File: src/rtl/score_hi_tracker.sv
// Session high-score register with a sequential shift-add-3 binary-to-BCD
// converter feeding the HUD digit renderers; saturates to all 9s on overflow.
module score_hi_tracker #(
    parameter int NDIGITS = 4,
    parameter int SCORE_W = 32
) (
    input  logic                   clk,
    input  logic                   reset,
    input  logic [SCORE_W-1:0]     score,
    input  logic                   game_over,
    input  logic                   clear_hi,
    output logic [SCORE_W-1:0]     hi_value,
    output logic [4*NDIGITS-1:0]   hi_bcd,
    output logic                   busy,
    output logic                   new_hi,
    output logic                   overflow
);

    localparam int BW = 4 * NDIGITS;
    localparam int CW = $clog2(SCORE_W);

    typedef enum logic [1:0] {
        S_IDLE,
        S_LOAD,
        S_SHIFT,
        S_COMMIT
    } state_t;

    state_t             state_q, state_d;
    logic [SCORE_W-1:0] hi_q, hi_d;
    logic [SCORE_W-1:0] bin_q, bin_d;
    logic [BW-1:0]      acc_q, acc_d;
    logic [BW-1:0]      bcd_q, bcd_d;
    logic [CW-1:0]      cnt_q, cnt_d;
    logic               pending_q, pending_d;
    logic               sticky_q, sticky_d;
    logic               new_hi_q, new_hi_d;
    logic               ovf_q, ovf_d;
    logic               upd;
    logic [BW-1:0]      adj;

    always_comb begin
        adj = acc_q;
        for (int i = 0; i < NDIGITS; i++) begin
            if (acc_q[4*i +: 4] >= 4'd5) begin
                adj[4*i +: 4] = acc_q[4*i +: 4] + 4'd3;
            end
        end
    end

    always_comb begin
        state_d   = state_q;
        hi_d      = hi_q;
        bin_d     = bin_q;
        acc_d     = acc_q;
        bcd_d     = bcd_q;
        cnt_d     = cnt_q;
        pending_d = pending_q;
        sticky_d  = sticky_q;
        ovf_d     = ovf_q;
        new_hi_d  = 1'b0;
        upd       = 1'b0;

        if (clear_hi) begin
            hi_d = '0;
            upd  = 1'b1;
        end else if (game_over && (score > hi_q)) begin
            hi_d     = score;
            new_hi_d = 1'b1;
            upd      = 1'b1;
        end

        unique case (state_q)
            S_IDLE: begin
                // An update on this edge starts the conversion right away
                if (pending_q || upd) begin
                    state_d = S_LOAD;
                end
            end
            S_LOAD: begin
                bin_d     = hi_q;
                acc_d     = '0;
                sticky_d  = 1'b0;
                cnt_d     = '0;
                pending_d = 1'b0;
                state_d   = S_SHIFT;
            end
            S_SHIFT: begin
                acc_d    = {adj[BW-2:0], bin_q[SCORE_W-1]};
                bin_d    = {bin_q[SCORE_W-2:0], 1'b0};
                sticky_d = sticky_q | adj[BW-1];
                cnt_d    = cnt_q + CW'(1);
                if (cnt_q == CW'(SCORE_W - 1)) begin
                    state_d = S_COMMIT;
                end
            end
            S_COMMIT: begin
                if (sticky_q) begin
                    bcd_d = {NDIGITS{4'h9}};
                    ovf_d = 1'b1;
                end else begin
                    bcd_d = acc_q;
                    ovf_d = 1'b0;
                end
                state_d = (pending_q || upd) ? S_LOAD : S_IDLE;
            end
            default: state_d = S_IDLE;
        endcase

        if (upd) begin
            pending_d = 1'b1;
        end
    end

    always_ff @(posedge clk or posedge reset) begin
        if (reset) begin
            state_q   <= S_IDLE;
            hi_q      <= '0;
            bin_q     <= '0;
            acc_q     <= '0;
            bcd_q     <= '0;
            cnt_q     <= '0;
            pending_q <= 1'b0;
            sticky_q  <= 1'b0;
            new_hi_q  <= 1'b0;
            ovf_q     <= 1'b0;
        end else begin
            state_q   <= state_d;
            hi_q      <= hi_d;
            bin_q     <= bin_d;
            acc_q     <= acc_d;
            bcd_q     <= bcd_d;
            cnt_q     <= cnt_d;
            pending_q <= pending_d;
            sticky_q  <= sticky_d;
            new_hi_q  <= new_hi_d;
            ovf_q     <= ovf_d;
        end
    end

    assign hi_value = hi_q;
    assign hi_bcd   = bcd_q;
    assign busy     = (state_q != S_IDLE);
    assign new_hi   = new_hi_q;
    assign overflow = ovf_q;

endmodule

File: config.mk
export PLATFORM = sky130hd
export DESIGN_NAME = score_hi_tracker
export DESIGN_NICKNAME = d
export VERILOG_FILES = /design/src/rtl/score_hi_tracker.sv
export SDC_FILE = /design/constraint.sdc
export NUM_CORES = 1
export LEC_CHECK = 0
export BUFFER_PORTS_ARGS = -buffer_cell sky130_fd_sc_hd__buf_2
export CORE_AREA = 2 2 106 133
export CTS_CLUSTER_DIAMETER = 100
export DETAILED_ROUTE_END_ITERATION = 16
export DIE_AREA = 0 0 108 135
export PLACE_DENSITY = 0.67
export SETUP_SLACK_MARGIN = 0.3
export SLEW_MARGIN = 10
export SYNTH_ARGS = -nofsm -noshare
export SYNTH_HDL_FRONTEND = slang
export SYNTH_SLANG_ARGS = --single-unit
File: constraint.sdc
create_clock -name clk -period 6.7 [get_ports clk]
set_input_delay 1.34 -clock clk [delete_from_list [all_inputs] [get_ports clk]]
set_output_delay 1.34 -clock clk [all_outputs]
set_load 0.03 [all_outputs]
==> results of run 1 <==
==> layout make-up <==
class / instances / area [um2] / area share (%)
Tap cell: 171 / 214 / 3.21
Multi-Input combinational cell: 423 / 2760 / 41.4
Clock inverter: 5 / 62.6 / 0.938
Timing Repair Buffer: 91 / 468 / 7.02
Sequential cell: 107 / 2680 / 40.1
Inverter: 63 / 239 / 3.58
Clock buffer: 11 / 243 / 3.64
Antenna cell: 1 / 2.50 / 0.0375
==> metal layers <==
layer | vias up | global-route usage [%]
met5 | - | 0
met4 | 0 | 7.83
met3 | 32 | 3.62
met2 | 114 | 32.7
met1 | 2288 | 24.2
li1 | 2336 | -
==> worst paths after layout <==
path	from	end	slack, ns	cells past startpoint
max	score[14]	hi_value[4]$_DFFE_PP0P_	3.10	9
min	cnt_q[3]$_DFFE_PP0P_	cnt_q[3]$_DFFE_PP0P_	0.50	1
max reg2reg	hi_value[14]$_DFFE_PP0P_	hi_value[4]$_DFFE_PP0P_	3.73	9
min reg2reg	cnt_q[3]$_DFFE_PP0P_	cnt_q[3]$_DFFE_PP0P_	0.50	1
max in group asynchronous	reset	hi_value[1]$_DFFE_PP0P_	4.41	3
min in group asynchronous	reset	acc_q[6]$_DFFE_PP0P_	1.03	2
==> registers in the layout, summed over array words and instances, names as in the netlist <==
signal,cells
acc_q,16
bin_q,32
hi_value,32
overflow,1
cnt_q,5
hi_bcd,16
state_q,2
sticky_q,1
new_hi,1
pending_q,1
==> cell families (layout without fill, tap and decap cells) <==
| group | count (synthesis) | after routing | share of synthesized area (%) |
|---|---|---|---|
| buf+inv | 101 | 170 | 7.33 |
| simple gates | 148 | 148 | 12.0 |
| xor+xnor | 6 | 6 | 0.897 |
| compound gates | 187 | 187 | 18.0 |
| fa+ha+maj | 47 | 47 | 10.0 |
| other cells | 0 | 1 | 0 |
| mux | 35 | 35 | 6.02 |
| flops | 107 | 107 | 45.7 |
==> worst max-delay path, delay by kind of cell <==
family                     cells  cell delay, ns
AOI/OAI and AO/OA              3            0.81
and+or+nand+nor                3            0.91
buffers and inverters          2            0.46
adders and majority gates      1            0.31
==> Yosys cell counts, types with 2 or more instances <==
| cell type | number |
|---|---|
| nand2_1 | 23 |
| mux2_2 | 2 |
| a32o_1 | 3 |
| o22ai_1 | 19 |
| buf_6 | 3 |
| o21ai_1 | 30 |
| xnor2_1 | 5 |
| nor3_1 | 3 |
| nand4_1 | 8 |
| nand3_1 | 38 |
| nor2b_1 | 2 |
| or4_4 | 2 |
| nor3b_1 | 2 |
| mux2i_1 | 33 |
| dfrtp_1 | 107 |
| nand2b_1 | 6 |
| o31ai_1 | 4 |
| o21ai_0 | 20 |
| ha_1 | 47 |
| a21oi_1 | 98 |
| buf_4 | 7 |
| clkbuf_1 | 26 |
| nor2_1 | 58 |
| inv_1 | 63 |
==> power by group <==
group	switching [mW]	total [mW]	internal, mW
sequential	0.0674	0.788	0.720
combinational	0.266	0.427	0.161
clock	0.240	0.542	0.302
total	0.574	1.76	1.18
==> results.toml, run 1 <==
[global_routing]
track_usage_pct = 19.3
grt_overflow_total = 0
grt_pass1_wl_mm = 22.7
antenna_found_initial = 1
grt_max_degree = 92
grt_pass1_vias = 4753

[layout]
area_growth_pct = 13.9
finish.utilization_pct = 50.4
final_common_cell = "dfrtp_1"
fillers = 1265
final_cell_mix = "dfrtp_1 (107), a21oi_1 (98), buf_2 (86), inv_1 (62), nor2_1 (58)"
num-nets-final = 778
fin_area_mm2 = 0.00667
drive_gt1_share_pct = 17.0
fin_cells = 872

[die]
die_area_mm2 = 0.0146
ios = 87
die_w_um = 108
start_util_pct = 44.3
fp.coreArea_mm2 = 0.0132
die_h_um = 135
row_count = 47

[timing]
worst_slack_ns = 3.10
rsz0062_at_grt = "false"
fin_crit_ns = 3.60
final.period_utilization_pct = 53.7
setup_viol = 0
hold_viol = 0
tightestPinTransition_ns = 1.10
setup-tns-final_ns = 0
finalMaxSlewViolations = 0
final.setup_skew_ns = 0.00849
fmax_ghz = 0.278
hold_ws_ns = 0.502
maxSlewHeadroom_pct = 26.5

[route]
num_vias = 4770
wl_mm = 13.5
routed.top_layer = "met4"
antenna_left = 0
first_pass_iters = 5
wl_per_cell_um = 15.5
dr.first_iter.drc_count = 300
via_per_inst = 5.47
met1Wirelength_mm = 5.86
drc_errors = 0
wl_met3_um = 519
wl_met2_mm = 6.70

[job]
drv_cap = 0

[yosys]
avgSynthCellArea_um2 = 9.28
netlist.area_leader.share_pct = 45.7
syn-num-nets = 714
synth_area_leaders = "dfrtp_1 (46%), ha_1 (10%), a21oi_1 (8.4%)"
synth_edf_count = 0
yosysSeqAreaShare_pct = 45.7
synth_area_mm2 = 0.00586
postSynthCellCount = 631
synth_ff_type = "dfrtp_1"
netlist-cell-type-count = 46
synth-seq-cells = 107
yosysWarnings = 0
synthArstFlopShare_pct = 100
synth_area_leader_cell = "dfrtp_1"

[critical_path]
cpMaxStageDelayCell = "or4_4"
setup.worst_path.class = "in -> reg"
cp_max_fo = 20
critPathLaunchType = "input pin"
crit_required_ns = 6.96
crit_chain = "buf_2, ha_1, nand4_1, or4_4, o21ai_2, a41o_1, buf_4, nand3_1, a21oi_1"
end_kind = "flop"
arrival_ns = 3.86
max_stage_delay_ns = 0.59

[place]
place_ws_ns = 2.77
gp_congestion = 0.820
dp_cells = 855
placed_area_mm2 = 0.00636
portBuffers = 86
hpwl_mm = 9.41

[clocking]
clkLatencyLatePin_ns = 0.35
cts_tree = "yes"
cts-buffers-inserted = 9
postCtsSetupRepairBufs = 0
clock-root-buffer = "clkbuf_16"
htreeDepth = 3
holdBufCountCts = 0
ctsResizeCount = 0
cts.path.max_buffers = 2
clk_pin_slew_ns = 0.07
clock-sinks = 107

[power]
total_power_mw = 1.76
leakagePower_nw = 3.28
p_per_area_mw_per_mm2 = 263
peakVddDrop_mv = 0.149

[outcome]
run_status = "completed"

[worst_hold_path]
min_path_type = "reg -> reg"
Power figures use the tool's default switching activity.
==> run 2, diff against run 1 <==
Settings changed: PLACE_DENSITY 0.67 to 0.7.
Clock period 6.7 ns to 3 ns, I/O delays scaled along.
==> run 2 against run 1 <==
  * Non-clock buffer count is 14 higher
  * Routed wire length is 1.8% higher
  * Total power is 120% higher
  * Largest cell class unchanged
  * Largest power group unchanged
  * Highest routed layer unchanged
==> results.toml, run 2 (same netlist as run 1, synthesis figures left out) <==
[place]
dp_cells = 865
placed_area_mm2 = 0.00651
gp_congestion = 0.811
hpwl_mm = 9.72
portBuffers = 86

[die]
start_util_pct = 44.3
die_w_um = 108
die_h_um = 135
fp.coreArea_mm2 = 0.0132
ios = 87
row_count = 47
die_area_mm2 = 0.0146

[route]
drc_errors = 0
wl_mm = 13.7
met1Wirelength_mm = 5.62
num_vias = 4864
antenna_left = 0
first_pass_iters = 5
wl_per_cell_um = 15.5
via_per_inst = 5.50
routed.top_layer = "met4"
wl_met3_um = 723
wl_met2_mm = 6.96
dr.first_iter.drc_count = 334

[layout]
area_growth_pct = 17.0
fin_area_mm2 = 0.00685
fillers = 1231
finish.utilization_pct = 51.8
final_cell_mix = "dfrtp_1 (107), a21oi_1 (98), buf_2 (86), inv_1 (62), nor2_1 (58)"
drive_gt1_share_pct = 18.8
num-nets-final = 792
fin_cells = 885
final_common_cell = "dfrtp_1"
antenna_cells = 0

[timing]
tightestPinTransition_ns = 1.09
fin_crit_ns = 2.55
setup-tns-final_ns = 0
rsz0062_at_grt = "false"
final.period_utilization_pct = 84.9
maxSlewHeadroom_pct = 27.2
hold_viol = 0
hold_ws_ns = 0.406
setup_viol = 0
finalMaxSlewViolations = 0
fmax_ghz = 0.392
final.setup_skew_ns = 0.00655

[power]
p_per_area_mw_per_mm2 = 568
peakVddDrop_mv = 0.288
leakagePower_nw = 3.39

[critical_path]
crit_chain = "inv_1, ha_1, a21oi_1, o21ai_0, a221o_1, o31a_4, buf_12, nor4_2, mux2i_1"
cp_top_family = "compound AO/OA/AOI/OAI gates"
setup.worst_path.class = "reg -> reg"
arrival_ns = 2.82
crit_required_ns = 3.27
max_stage_delay_ns = 0.43
end_kind = "flop"
cpMaxStageDelayCell = "o31a_4"
path_buf_inv = 2
critPathLaunchType = "flop"
cp_max_fo = 19

[clocking]
cts.path.max_buffers = 2
clkLatencyLatePin_ns = 0.34
clock-sinks = 107
clock-root-buffer = "clkbuf_16"
htreeDepth = 3
clk_pin_slew_ns = 0.07
cts-buffers-inserted = 9
cts_tree = "yes"

[global_routing]
track_usage_pct = 19.7
grt_max_degree = 92
antenna_found_initial = 0
grt_pass1_vias = 4775
grt_overflow_total = 0
grt_pass1_wl_mm = 23.0

[job]
drv_cap = 0

[worst_hold_path]
min_path_type = "in -> async"

[outcome]
run_status = "completed"
-- run 2: changes by cell type in the layout (fill, tap and decap cells not counted), moves of 2 or more --
cell | before | now
clkinv_2 | 0 | 2
inv_6 | 0 | 3
buf_4 | 5 | 12
buf_12 | 0 | 6
-- run 2: timing repair --
item | 4_1_cts | 5_1_grt
hold buffers | 0 | 0
buffers inserted | 0 | 3
resized for setup | 0 | 1
setup endpoints to repair | 0 | 29
hold endpoints to repair | 0 | 0
-- run 2: layout make-up --
| cell class | count | area (um2) | share of cell area, % |
|---|---|---|---|
| clock buffers | 9 | 225 | 3.29 |
| inverters | 63 | 240 | 3.50 |
| multi-input cells | 423 | 2780 | 40.5 |
| clock inverters | 7 | 56.3 | 0.821 |
| flip-flops and latches | 107 | 2680 | 39.1 |
| well taps | 171 | 214 | 3.12 |
| repair buffers | 105 | 666 | 9.71 |
-- run 2: power by group --
| group | switching, mW | total (mW) | internal [mW] | leakage, nW |
|---|---|---|---|---|
| Combinational | 0.607 | 0.993 | 0.386 | 1.86 |
| Clock | 0.563 | 1.14 | 0.578 | 0.142 |
| Sequential | 0.150 | 1.76 | 1.61 | 1.39 |
-- run 2: per-stage QoR --
stage	worst slack [ns]	total power [mW]
final	0.452	3.89
after detailed placement	0.146	2.76
after floorplan	0.593	2.46
after global placement	0.211	2.70
after global routing	0.294	4.11
after CTS	0.352	3.91
-- run 2: path summary, 6_finish.rpt --
| path | start | cells past startpoint | endpoint | slack, ns |
|---|---|---|---|---|
| max in group asynchronous | reset | 3 | bin_q[27]$_DFFE_PP0P_ | 1.95 |
| min in group clk | bin_q[31]$_DFFE_PP0P_ | 2 | acc_q[0]$_DFFE_PP0P_ | 0.49 |
| min | reset | 2 | bin_q[0]$_DFFE_PP0P_ | 0.41 |
| min reg2reg | bin_q[31]$_DFFE_PP0P_ | 2 | acc_q[0]$_DFFE_PP0P_ | 0.49 |
| max reg2reg | hi_value[7]$_DFFE_PP0P_ | 9 | state_q[0]$_DFFE_PP0P_ | 0.45 |
| max | hi_value[7]$_DFFE_PP0P_ | 9 | state_q[0]$_DFFE_PP0P_ | 0.45 |
-- run 2: worst register-to-register path, delay by kind of cell (launching register included) --
kind,cells,cell delay (ns)
AOI/OAI and AO/OA,4,1.14
DFF,1,0.42
adders and majority gates,1,0.31
buffers and inverters,2,0.24
muxes,1,0.21
and+or+nand+nor,1,0.17
-- run 2: per-layer routing --
| layer | up-vias | GRT usage (%) |
|---|---|---|
| met5 | - | 0 |
| met4 | 0 | 7.55 |
| met3 | 36 | 3.96 |
| met2 | 143 | 34.2 |
| met1 | 2327 | 23.9 |
| li1 | 2358 | - |
